===== src/rtl/microtile_vec_sequencer_pkg.sv =====
// rtl/microtile_vec_sequencer_pkg.sv - shared types, defaults and CRC-8 step for the microtile vector sequencer
package microtile_seq_pkg;

    localparam int DEF_DEPTH  = 16;
    localparam int DEF_SETTLE = 2;

    localparam logic [7:0] CRC8_POLY = 8'h07;
    localparam logic [7:0] CRC8_INIT = 8'hFF;

    typedef enum logic [2:0] {
        IDLE,
        DRIVE,
        WAIT,
        SAMPLE,
        FIN
    } seq_state_t;

    typedef struct packed {
        logic [7:0] stim;
        logic [7:0] exp;
        logic [7:0] mask;
    } vec_entry_t;

    // MSB-first CRC-8 over one byte, no reflection, no final xor
    function automatic logic [7:0] crc8_step(input logic [7:0] crc, input logic [7:0] data);
        logic [7:0] c;
        c = crc ^ data;
        for (int i = 0; i < 8; i++) begin
            c = c[7] ? ((c << 1) ^ CRC8_POLY) : (c << 1);
        end
        return c;
    endfunction

endpackage


===== src/rtl/microtile_vec_sequencer_if.sv =====
// rtl/microtile_vec_sequencer_if.sv - harness/tile bundle for the sequencer (sig only with MTSEQ_SIGNATURE_EN)
interface microtile_vec_sequencer_if #(
    parameter int DEPTH = 16
);
    localparam int AW = $clog2(DEPTH);

    logic          wr_en;
    logic [AW-1:0] wr_addr;
    logic [7:0]    wr_stim;
    logic [7:0]    wr_exp;
    logic [7:0]    wr_mask;
    logic          start;
    logic [AW:0]   len;
    logic          abort;
    logic [7:0]    tile_ui_in;
    logic [7:0]    tile_uo_out;
    logic          busy;
    logic          done;
    logic          pass;
    logic [AW:0]   err_cnt;
    logic [AW-1:0] first_fail;
`ifdef MTSEQ_SIGNATURE_EN
    logic [7:0]    sig;
`endif

    modport master (
`ifdef MTSEQ_SIGNATURE_EN
        input  sig,
`endif
        output wr_en, wr_addr, wr_stim, wr_exp, wr_mask,
        output start, len, abort, tile_uo_out,
        input  tile_ui_in, busy, done, pass, err_cnt, first_fail
    );

    modport slave (
`ifdef MTSEQ_SIGNATURE_EN
        output sig,
`endif
        input  wr_en, wr_addr, wr_stim, wr_exp, wr_mask,
        input  start, len, abort, tile_uo_out,
        output tile_ui_in, busy, done, pass, err_cnt, first_fail
    );

endinterface


===== src/rtl/microtile_vec_sequencer_mem.sv =====
// rtl/microtile_vec_sequencer_mem.sv - DEPTH x 24-bit vector store, synchronous write, asynchronous read
module microtile_vec_mem
    import microtile_seq_pkg::*;
#(
    parameter int DEPTH = DEF_DEPTH,
    parameter int AW    = $clog2(DEPTH)
) (
    input  logic          clk,
    input  logic          wr_en,
    input  logic [AW-1:0] wr_addr,
    input  vec_entry_t    wr_data,
    input  logic [AW-1:0] rd_addr,
    output vec_entry_t    rd_data
);

    vec_entry_t mem [DEPTH];

    // Store contents survive reset; only the harness rewrites them
    always_ff @(posedge clk) begin
        if (wr_en) begin
            mem[wr_addr] <= wr_data;
        end
    end

    assign rd_data = mem[rd_addr];

endmodule


===== src/rtl/microtile_vec_sequencer.sv =====
// rtl/microtile_vec_sequencer.sv - on-chip vector self-test of one microtile; MTSEQ_SIGNATURE_EN adds CRC-8 signature output
module microtile_vec_sequencer
    import microtile_seq_pkg::*;
#(
    parameter int DEPTH  = DEF_DEPTH,
    parameter int SETTLE = DEF_SETTLE,
    localparam int AW    = $clog2(DEPTH)
) (
    input logic                      clk,
    input logic                      rst_n,
    microtile_vec_sequencer_if.slave bus
);

    localparam int SCW = (SETTLE > 1) ? $clog2(SETTLE) : 1;

    seq_state_t    state;
    logic [AW-1:0] idx;
    logic [AW:0]   n_vec;
    logic [SCW-1:0] settle_cnt;
    logic [7:0]    ui_q;
    logic          busy_q;
    logic          done_q;
    logic          pass_q;
    logic [AW:0]   err_q;
    logic [AW-1:0] first_fail_q;

    vec_entry_t    wr_entry;
    vec_entry_t    cur;
    logic          mismatch;
    logic          last_vec;
    logic [AW:0]   err_next;
    logic [AW:0]   len_clamped;
    logic          accept;

    assign wr_entry = '{stim: bus.wr_stim, exp: bus.wr_exp, mask: bus.wr_mask};

    microtile_vec_mem #(
        .DEPTH(DEPTH),
        .AW   (AW)
    ) u_mem (
        .clk    (clk),
        .wr_en  (bus.wr_en && (state == IDLE)),
        .wr_addr(bus.wr_addr),
        .wr_data(wr_entry),
        .rd_addr(idx),
        .rd_data(cur)
    );

    // Abort has priority over start when both arrive in IDLE
    assign accept      = (state == IDLE) && bus.start && !bus.abort;
    assign len_clamped = (bus.len > (AW+1)'(DEPTH)) ? (AW+1)'(DEPTH) : bus.len;
    assign mismatch    = |((bus.tile_uo_out ^ cur.exp) & cur.mask);
    assign err_next    = err_q + (AW+1)'(mismatch);
    assign last_vec    = (({1'b0, idx}) + (AW+1)'(1)) >= n_vec;

    // Main sequencing FSM with registered status outputs
    always_ff @(posedge clk or negedge rst_n) begin
        if (!rst_n) begin
            state        <= IDLE;
            idx          <= '0;
            n_vec        <= '0;
            settle_cnt   <= '0;
            ui_q         <= 8'h00;
            busy_q       <= 1'b0;
            done_q       <= 1'b0;
            pass_q       <= 1'b0;
            err_q        <= '0;
            first_fail_q <= '0;
        end else begin
            done_q <= 1'b0;
            if ((state != IDLE) && bus.abort) begin
                state  <= IDLE;
                busy_q <= 1'b0;
                pass_q <= 1'b0;
            end else begin
                case (state)
                    IDLE: begin
                        if (accept) begin
                            n_vec        <= len_clamped;
                            idx          <= '0;
                            err_q        <= '0;
                            first_fail_q <= '0;
                            pass_q       <= 1'b0;
                            busy_q       <= 1'b1;
                            state        <= (len_clamped == '0) ? FIN : DRIVE;
                        end
                    end
                    DRIVE: begin
                        ui_q       <= cur.stim;
                        settle_cnt <= '0;
                        state      <= (SETTLE == 0) ? SAMPLE : WAIT;
                    end
                    WAIT: begin
                        if (settle_cnt == SCW'(SETTLE - 1)) begin
                            state <= SAMPLE;
                        end else begin
                            settle_cnt <= settle_cnt + 1'b1;
                        end
                    end
                    SAMPLE: begin
                        if (mismatch) begin
                            err_q <= err_next;
                            if (err_q == '0) begin
                                first_fail_q <= idx;
                            end
                        end
                        if (last_vec) begin
                            state  <= FIN;
                            done_q <= 1'b1;
                            busy_q <= 1'b0;
                            pass_q <= (err_next == '0);
                        end else begin
                            idx   <= idx + 1'b1;
                            state <= DRIVE;
                        end
                    end
                    FIN: begin
                        state <= IDLE;
                        // An empty run reaches FIN still busy, so its done lands one cycle later
                        if (busy_q) begin
                            done_q <= 1'b1;
                            busy_q <= 1'b0;
                            pass_q <= (err_q == '0);
                        end
                    end
                    default: state <= IDLE;
                endcase
            end
        end
    end

    assign bus.tile_ui_in = ui_q;
    assign bus.busy       = busy_q;
    assign bus.done       = done_q;
    assign bus.pass       = pass_q;
    assign bus.err_cnt    = err_q;
    assign bus.first_fail = first_fail_q;

`ifdef MTSEQ_SIGNATURE_EN
    logic [7:0] sig_q;

    // Signature folds in each masked sample; frozen outside runs
    always_ff @(posedge clk or negedge rst_n) begin
        if (!rst_n) begin
            sig_q <= CRC8_INIT;
        end else if (accept) begin
            sig_q <= CRC8_INIT;
        end else if ((state == SAMPLE) && !bus.abort) begin
            sig_q <= crc8_step(sig_q, bus.tile_uo_out & cur.mask);
        end
    end

    assign bus.sig = sig_q;
`endif

endmodule


===== src/flat_wrapper.sv =====
// flat-port wrapper written by rule: the top's interface ports become plain ports
module microtile_vec_sequencer_flat import microtile_seq_pkg::*;
#(
    parameter int DEPTH  = DEF_DEPTH,
    parameter int SETTLE = DEF_SETTLE,
    localparam int AW    = $clog2(DEPTH)
)
  (clk, rst_n, bus_wr_en, bus_wr_addr, bus_wr_stim, bus_wr_exp, bus_wr_mask, bus_start, bus_len, bus_abort, bus_tile_uo_out, bus_tile_ui_in, bus_busy, bus_done, bus_pass, bus_err_cnt, bus_first_fail);
  microtile_vec_sequencer_if #(.DEPTH(DEPTH)) bus_i ();
  input logic clk;
  input logic rst_n;
  input wire logic [$bits(bus_i.wr_en)-1:0] bus_wr_en;
  input wire logic [$bits(bus_i.wr_addr)-1:0] bus_wr_addr;
  input wire logic [$bits(bus_i.wr_stim)-1:0] bus_wr_stim;
  input wire logic [$bits(bus_i.wr_exp)-1:0] bus_wr_exp;
  input wire logic [$bits(bus_i.wr_mask)-1:0] bus_wr_mask;
  input wire logic [$bits(bus_i.start)-1:0] bus_start;
  input wire logic [$bits(bus_i.len)-1:0] bus_len;
  input wire logic [$bits(bus_i.abort)-1:0] bus_abort;
  input wire logic [$bits(bus_i.tile_uo_out)-1:0] bus_tile_uo_out;
  output wire logic [$bits(bus_i.tile_ui_in)-1:0] bus_tile_ui_in;
  output wire logic [$bits(bus_i.busy)-1:0] bus_busy;
  output wire logic [$bits(bus_i.done)-1:0] bus_done;
  output wire logic [$bits(bus_i.pass)-1:0] bus_pass;
  output wire logic [$bits(bus_i.err_cnt)-1:0] bus_err_cnt;
  output wire logic [$bits(bus_i.first_fail)-1:0] bus_first_fail;
  assign bus_i.wr_en = bus_wr_en;
  assign bus_i.wr_addr = bus_wr_addr;
  assign bus_i.wr_stim = bus_wr_stim;
  assign bus_i.wr_exp = bus_wr_exp;
  assign bus_i.wr_mask = bus_wr_mask;
  assign bus_i.start = bus_start;
  assign bus_i.len = bus_len;
  assign bus_i.abort = bus_abort;
  assign bus_i.tile_uo_out = bus_tile_uo_out;
  assign bus_tile_ui_in = bus_i.tile_ui_in;
  assign bus_busy = bus_i.busy;
  assign bus_done = bus_i.done;
  assign bus_pass = bus_i.pass;
  assign bus_err_cnt = bus_i.err_cnt;
  assign bus_first_fail = bus_i.first_fail;
  microtile_vec_sequencer #(.DEPTH(DEPTH), .SETTLE(SETTLE)) u_core (.clk(clk), .rst_n(rst_n), .bus(bus_i));
endmodule

===== config.mk =====
export PLATFORM = sky130hd
export DESIGN_NAME = microtile_vec_sequencer_flat
export DESIGN_NICKNAME = d
export VERILOG_FILES = /design/src/rtl/microtile_vec_sequencer_pkg.sv /design/src/rtl/microtile_vec_sequencer_if.sv /design/src/rtl/microtile_vec_sequencer_mem.sv /design/src/rtl/microtile_vec_sequencer.sv /design/src/flat_wrapper.sv
export SDC_FILE = /design/constraint.sdc
export NUM_CORES = 1
export LEC_CHECK = 0
export ABC_AREA = 1
export CORE_MARGIN = 2
export CORE_UTILIZATION = 45
export CTS_CLUSTER_DIAMETER = 30
export CTS_CLUSTER_SIZE = 28
export DETAILED_ROUTE_END_ITERATION = 12
export SYNTH_ARGS = -nofsm -noshare
export SYNTH_HDL_FRONTEND = slang
export SYNTH_SLANG_ARGS = --single-unit
export TNS_END_PERCENT = 50

===== constraint.sdc =====
create_clock -name clk -period 3.1 [get_ports clk]
set_input_delay 0.31 -clock clk [delete_from_list [all_inputs] [get_ports clk]]
set_output_delay 0.31 -clock clk [all_outputs]
set_load 0.01 [all_outputs]

-- Yosys cells after proc, flatten, opt, wreduce, memory -nomap -nowiden
Memory sizes are Yosys's and may differ from the RTL's.
Cells that the tools add are included.
- flip-flop bits (word level): 33
- memory bits (writable): 384
- bits of input ports: 46
- output and inout bits: 20
- logic and storage cells: 88
- memories kept: 1
- memories (memory ; words ; bits a word ; read ports ; clocked after memory_dff ; wr ports ; line ; RTL):
    u_core.u_mem.mem ; 16 ; 24 ; 1 ; 0 ; 1 ; microtile_vec_sequencer_mem.sv:16 ; vec_entry_t mem [DEPTH];
- add/sub/neg operators: 4
- $lt $le $gt $ge: 2
- equality and inequality tests: 12
- muxes and demuxes: 33
- bitwise operators: 3
- reduce and logical (&&, ||, !) cells: 23
- operators with widths (kind ; number):
    2-to-1 mux 4 bit ; 4
    case mux 4 bit (2 select lines) ; 2
    zero test 5 bit ; 3
    2-to-1 mux 3 bit ; 5
    2-to-1 mux 5 bit ; 3
    2-to-1 mux 1 bit ; 13
    case mux 3 bit (4 select lines) ; 1
    AND reduction 4 bit ; 3
    case mux 5 bit (2 select lines) ; 1
    inequality test 3 x 1 -> 1 bit, second input constant ; 3
    AND 8 bit ; 1
    OR reduction 8 bit ; 1
    bitwise XOR 8 bit ; 1
    == test 3 x 2 -> 1 bit, second input constant ; 2
    inequality test 2 x 1 -> 1 bit, second input constant ; 3
    case mux 1 bit (3 select lines) ; 2
    AND reduction 2 bit ; 3
    AND reduction 3 bit ; 2
    adder 4 x 1 -> 5 bit, second input constant ; 1
    adder 5 x 1 -> 5 bit ; 1
    >= comparator 5 bit ; 1
    greater-than comparator 5 bit, second input constant ; 1
    AND reduction 5 bit ; 1
    adder 4 x 1 -> 4 bit, second input constant ; 1
    other kinds (13) ; 18

-- Longest topological paths before layout
An unclocked memory read counts as a cell.
- word-level depth: 9
- depth in mapped cells: 23
- mapped depth without buffers: 21

-- Modules after synthesis
Synthesis repeated with hierarchy kept, for this count alone.
- cell total of the unflattened synthesis: 1844
- area total of the unflattened synthesis: 18479.0 um2
- by module, submodules not included (module ; times used ; cells each ; area each (um2)):
    microtile_vec_mem ; 1 ; 1573 ; 16470.8
    microtile_vec_sequencer ; 1 ; 271 ; 2008.2

-- Worst setup path before layout
No wires, ideal clock.
- path kind: reg-to-reg
- from: register u_core.idx[0]
- to: register u_core.pass_q (netlist: u_core.bus.pass)
- arrival: 2617 ps
- data required time: 2977 ps
- slack: 360 ps
- stages on the path, launching flop included: 19
- clock period less this slack: 2740 ps
- cell sequence: dfrtp_1 -> buf_6 -> buf_2 -> buf_4 -> buf_4 -> clkbuf_1 -> nand3_1 -> xor2_1 -> inv_1 -> ha_1 -> o21a_1 -> o21ai_0 -> nand2_1 -> nor2_1 -> nand2_1 -> nand2_1 -> nor2_1 -> nand2_1 -> nand2_1
- word-level cells in the longest chain between the ends: 9
- elaborated cells on any way between the ends: 13
- those cells by class: add/sub (2); order compare (1); eq/ne (1); mux (3); bitwise (2); reduce/logical (3); memory (1)
- RTL lines (element ; line ; RTL):
    start, declared ; microtile_vec_sequencer.sv:17 ; logic [AW-1:0] idx;
    start signal, assigned ; microtile_vec_sequencer.sv:113 ; idx <= idx + 1'b1;
    memory read (16 x 24 bit) ; n/a ;
    bitwise XOR 8 bit ; microtile_vec_sequencer.sv:52 ; assign mismatch = |((bus.tile_uo_out ^ cur.exp) & cur.mask);
    AND 8 bit ; microtile_vec_sequencer.sv:52 ;
    OR reduction 8 bit ; microtile_vec_sequencer.sv:52 ;
    adder 5 x 1 -> 5 bit ; microtile_vec_sequencer.sv:53 ; assign err_next = err_q + (AW+1)'(mismatch);
    zero test 5 bit ; microtile_vec_sequencer.sv:111 ; pass_q <= (err_next == '0);
    2-to-1 mux 1 bit ; microtile_vec_sequencer.sv:107 ; if (last_vec) begin
    case mux 1 bit (3 select lines) ; microtile_vec_sequencer.sv:76 ; case (state)
    2-to-1 mux 1 bit ; microtile_vec_sequencer.sv:71 ; if ((state != IDLE) && bus.abort) begin
    end signal, assigned ; microtile_vec_sequencer.sv:111 ;
    end signal, assigned ; microtile_vec_sequencer.sv:123 ; pass_q <= (err_q == '0);
    end, declared ; microtile_vec_sequencer.sv:23 ; logic pass_q;
Several ways; a longest one is shown, not always the timed one. The select of a mux whose other input is x is not followed.
A chain may end at the register's enable or synchronous reset.

-- Worst setup path in the final report
Same ends and word-level chain as after synthesis.

==> flow_summary_export.csv <==
group,metric,value,unit
run_status,run_status,"finished, final reports clean",
cts,clock_slew_at_reported_path_ffs,0.05,ns
timing,worstMarginPinSlew,0.876,ns
cts,cts_tree,"yes",
finish,area_growth_syn_to_layout,31.9,%
hold_path,timing.hold.worst_path_depth,3,
synth,synth_warnings,0,
pwr,power.density_cell_area,826,mW/mm^2
detailed_routing,finalWirelength,48.9,mm
cts,cts.sink_count,417,
timing,grt_setup_unrepaired,"true",
worst_setup_path,critPathTopFamily,"simple AND/OR/NAND/NOR gates",
worst_setup_path,timing.critical_path.arrival,3.49,ns
synth,synth_top_flop_cell,"sky130_fd_sc_hd__edfxtp_1",
detailed_routing,drc,0,
detailed_routing,antenna_violating_nets_post_route,0,
worst_setup_path,worst_r2r_startpoint,"u_core.idx[0]",
pwr,static-leakage-power,8.85,nW
detailed_routing,routed_wire_length_per_instance,21.4,microns
die,die_w,201,microns
worst_setup_path,worstReg2RegEnd,"u_core.bus.pass",
synth,synthesis.instances,1524,
cts,cts_buffer_depth,3,
worst_setup_path,critical_path.most_common_cell,"sky130_fd_sc_hd__nand3_2",
synth,syn-cell-area,0.0174,sq mm
worst_setup_path,cp.buffers_inverters,4,
timing,final-hold-violation-count,0,
worst_setup_path,r2r_cells,20,
die,core-area,0.0385,sq mm
worst_setup_path,crit_path_start_kind,"register",
timing,fmax,330,MHz
global_routing,grt_pass1_wl,69.7,mm
cts,clk_root_buffer_cell,"sky130_fd_sc_hd__clkbuf_16",
worst_setup_path,ff2ff_setup_slack,0.07,ns
hold_path,min_delay_worst_endpoint,"u_core.n_vec[2]",
synth,netlist-cell-type-count,35,
worst_setup_path,crit_slowest_cell,"sky130_fd_sc_hd__dfrtp_4",
cts,clock_latency,0.59,ns
global_routing,via_count_of_the_first_global_routing_pass,11900,
die,floorplan.initialDensity,45.3,%
synth,synth_enable_flop_cells,384,
timing,relSlewSlack,41.6,%
placed_design,place_congestion,0.805,
finish,filler_cell_count,2961,
worst_setup_path,largest_fanout_on_the_critical_path,8,
finish,insertedDiodeCount,0,
placed_design,detailed_place_hpwl,25.9,mm
placed_design,portBuffers,65,
finish,drive_gt1_share,19.0,%
finish,final_net_count,1753,
worst_setup_path,cp_slowest_stage_delay,0.56,ns
hold_path,min-delay-path-class,"input port to register",
global_routing,grt_antenna_before_repair,1,
synth,ys_ff_latch,417,
hold_path,hold_path_startpoint,"bus_len[2]",
placed_design,placed_cell_area,0.0191,sq mm
pwr,max-vdd-ir-drop,444,uV
detailed_routing,drt_first_pass_iters,5,
worst_setup_path,timing.setup.critical_path_class,"register to register",
global_routing,pin_count_of_the_biggest_net_entering_global_routing,76,
detailed_routing,vias_per_cell,5.45,
timing,drv_slew,0,
finish,design_area,0.0230,sq mm
finish,final_core_utilization,59.8,%
die,dieHeight,201,microns
die,ioPinCount,66,
worst_setup_path,crit_path_cell_trace,"clkinv_8, buf_12, buf_6, o21ai_2, nand3_1, nand3_2, nand3_2, nand3_2, nand2_2, nor2_4, nand2_2, ha_4, ha_4, nand3_2, xor2_1, inv_1, nand4_1, a21oi_2, nand2_1, nand2_1",
global_routing,grt.total_usage,22.8,%
cts,cts_made_buffers,83,
worst_setup_path,timing.critical_path.required,3.56,ns
timing,fin_worst_skew,0.0175,ns
timing,final_min_period_over_clock_period,97.8,%
synth,synth_fp_nets,1578,
die,fp-row-count,72,
timing,min_period,3.03,ns
detailed_routing,dr.first_iter.drc_count,1294,
worst_setup_path,end_kind,"register",
job,max_cap_violations,0,
detailed_routing,num_vias,12500,
synth,postSynth.asyncResetShare,7.91,%
synth,syn_area_per_cell,11.4,sq um
synth,synth-seq-area-share,70.8,%
cts,htreeDepth,3,
global_routing,grt-ovfl-total,0,
die,die_area,0.0404,sq mm
timing,setup_viol,0,
-- through the flow --
step	TNS, ns	setup slack, ns	power (W)	hold slack, ns	cells
5_1_grt	-0.230	-0.143	0.0197	0.363	2286
6_report	0	0.0693	0.0190	0.349	2286
4_1_cts	0	0.0139	0.0184	0.338	2254
3_3_place_gp	-0.00264	-0.00264	0.00904	0.460	2099
3_5_place_dp	-0.0145	-0.0145	0.00907	0.462	2099
2_1_floorplan	0	0.360	0.00822	0.0144	1524
-- per-layer routing --
layer	global-route usage (%)	vias to the layer above	routed length [microns]
li1	-	5690	-
met1	29.7	6081	20300
met2	36.7	552	23400
met3	5.16	135	3520
met4	9.97	2	1700
met5	0	-	13
-- state kept, by name (all words and copies together), names as in the netlist --
| name | flops |
|---|---|
| u_core.bus.tile_ui_in | 8 |
| u_core.u_mem.mem | 384 |
| u_core.bus.done | 1 |
| u_core.n_vec | 5 |
| u_core.bus.pass | 1 |
| u_core.bus.busy | 1 |
| u_core.idx | 4 |
| u_core.settle_cnt | 1 |
| u_core.state | 3 |
| u_core.bus.err_cnt | 5 |
| u_core.bus.first_fail | 4 |
-- final cells by class --
cell class,count,area [sq um],area share (%)
multi-input combinational,909,4560,19.8
timing repair inverter,1,11.3,0.0489
clock buffer,92,2160,9.40
inverter,114,443,1.93
sequential,417,12400,53.7
clock inverter,62,792,3.44
tap,518,648,2.82
timing repair buffer,173,2020,8.79
-- worst register-to-register path, cell delays in order, from the launching register on --
cell and delay [ns]:
sky130_fd_sc_hd__dfrtp_4 0.56, sky130_fd_sc_hd__clkinv_8 0.17, sky130_fd_sc_hd__buf_12 0.18, sky130_fd_sc_hd__buf_6 0.13, sky130_fd_sc_hd__o21ai_2 0.13, sky130_fd_sc_hd__nand3_1 0.10
sky130_fd_sc_hd__nand3_2 0.12, sky130_fd_sc_hd__nand3_2 0.08, sky130_fd_sc_hd__nand3_2 0.09, sky130_fd_sc_hd__nand2_2 0.08, sky130_fd_sc_hd__nor2_4 0.19, sky130_fd_sc_hd__nand2_2 0.11
sky130_fd_sc_hd__ha_4 0.18, sky130_fd_sc_hd__ha_4 0.16, sky130_fd_sc_hd__nand3_2 0.07, sky130_fd_sc_hd__xor2_1 0.18, sky130_fd_sc_hd__inv_1 0.07, sky130_fd_sc_hd__nand4_1 0.12
sky130_fd_sc_hd__a21oi_2 0.06, sky130_fd_sc_hd__nand2_1 0.06, sky130_fd_sc_hd__nand2_1 0.05
-- worst max-delay path by stage --
stage,from,end,slack [ns],cells after the start
3_5_place_dp,u_core.idx[0],u_core.bus.pass,-0.01,22
2_1_floorplan,u_core.idx[0],u_core.bus.pass,0.36,18
4_1_cts,u_core.idx[0],u_core.bus.pass,0.01,22
6_report,u_core.idx[0],u_core.bus.pass,0.07,20
3_3_place_gp,u_core.idx[0],u_core.bus.pass,-0.003,22
5_1_grt,u_core.idx[0],u_core.bus.pass,-0.14,21
-- report_power, final --
part / switching, W / leakage (nW) / internal (W)
combinational: 0.00185 / 3.55 / 0.00133
sequential: 0.000129 / 3.88 / 0.00640
clock: 0.00298 / 1.42 / 0.00631
-- cells by family (layout without fill, tap and decap cells) --
family / after synthesis / in the layout / share of synthesized area [%]
DFF: 417 / 417 / 70.8
adders and majority gates: 8 / 8 / 0.574
AOI/OAI and AO/OA: 151 / 151 / 5.09
xor gates and xnor gates: 5 / 5 / 0.251
and+or+nand+nor: 745 / 745 / 18.0
buffers and inverters: 198 / 442 / 5.29
-- cells in the mapped netlist, types with 9 or more instances --
library cell,instances,area share [%]
sky130_fd_sc_hd__buf_1,9,0.19
sky130_fd_sc_hd__buf_2,27,0.77
sky130_fd_sc_hd__buf_6,16,1.0
sky130_fd_sc_hd__clkbuf_1,26,0.56
sky130_fd_sc_hd__dfrtp_1,33,4.7
sky130_fd_sc_hd__edfxtp_1,384,66
sky130_fd_sc_hd__inv_1,112,2.4
sky130_fd_sc_hd__nand2_1,363,7.8
sky130_fd_sc_hd__nand3_1,211,6.1
sky130_fd_sc_hd__nand4_1,10,0.36
sky130_fd_sc_hd__nor2_1,146,3.1
sky130_fd_sc_hd__o21ai_0,81,2.3
sky130_fd_sc_hd__o21ai_1,10,0.29
sky130_fd_sc_hd__o221ai_1,20,1.0
sky130_fd_sc_hd__o22ai_1,14,0.50
-- cell usage in the layout, fill, tap and decap left out, types with 18 or more instances in the layout --
cell type,n
sky130_fd_sc_hd__o221ai_1,20
sky130_fd_sc_hd__clkdlybuf4s50_1,64
sky130_fd_sc_hd__o21ai_0,80
sky130_fd_sc_hd__buf_4,66
sky130_fd_sc_hd__nand2_1,348
sky130_fd_sc_hd__nor2_1,129
sky130_fd_sc_hd__clkbuf_16,100
sky130_fd_sc_hd__nand3_2,38
sky130_fd_sc_hd__nand3_1,175
sky130_fd_sc_hd__edfxtp_1,384
sky130_fd_sc_hd__dfrtp_1,30
sky130_fd_sc_hd__nor2_4,18
sky130_fd_sc_hd__inv_1,111
-- repair_timing --
item                                    4_1_cts  5_1_grt
resized for setup                             1       79
pin swaps                                     0       40
endpoints found under the setup margin        1        4
hold endpoints to repair                     33        0
cloned                                        0       19
hold buffers                                  1        0
buffers inserted                              0       13
No activity file was read; power rests on OpenSTA's default activity.
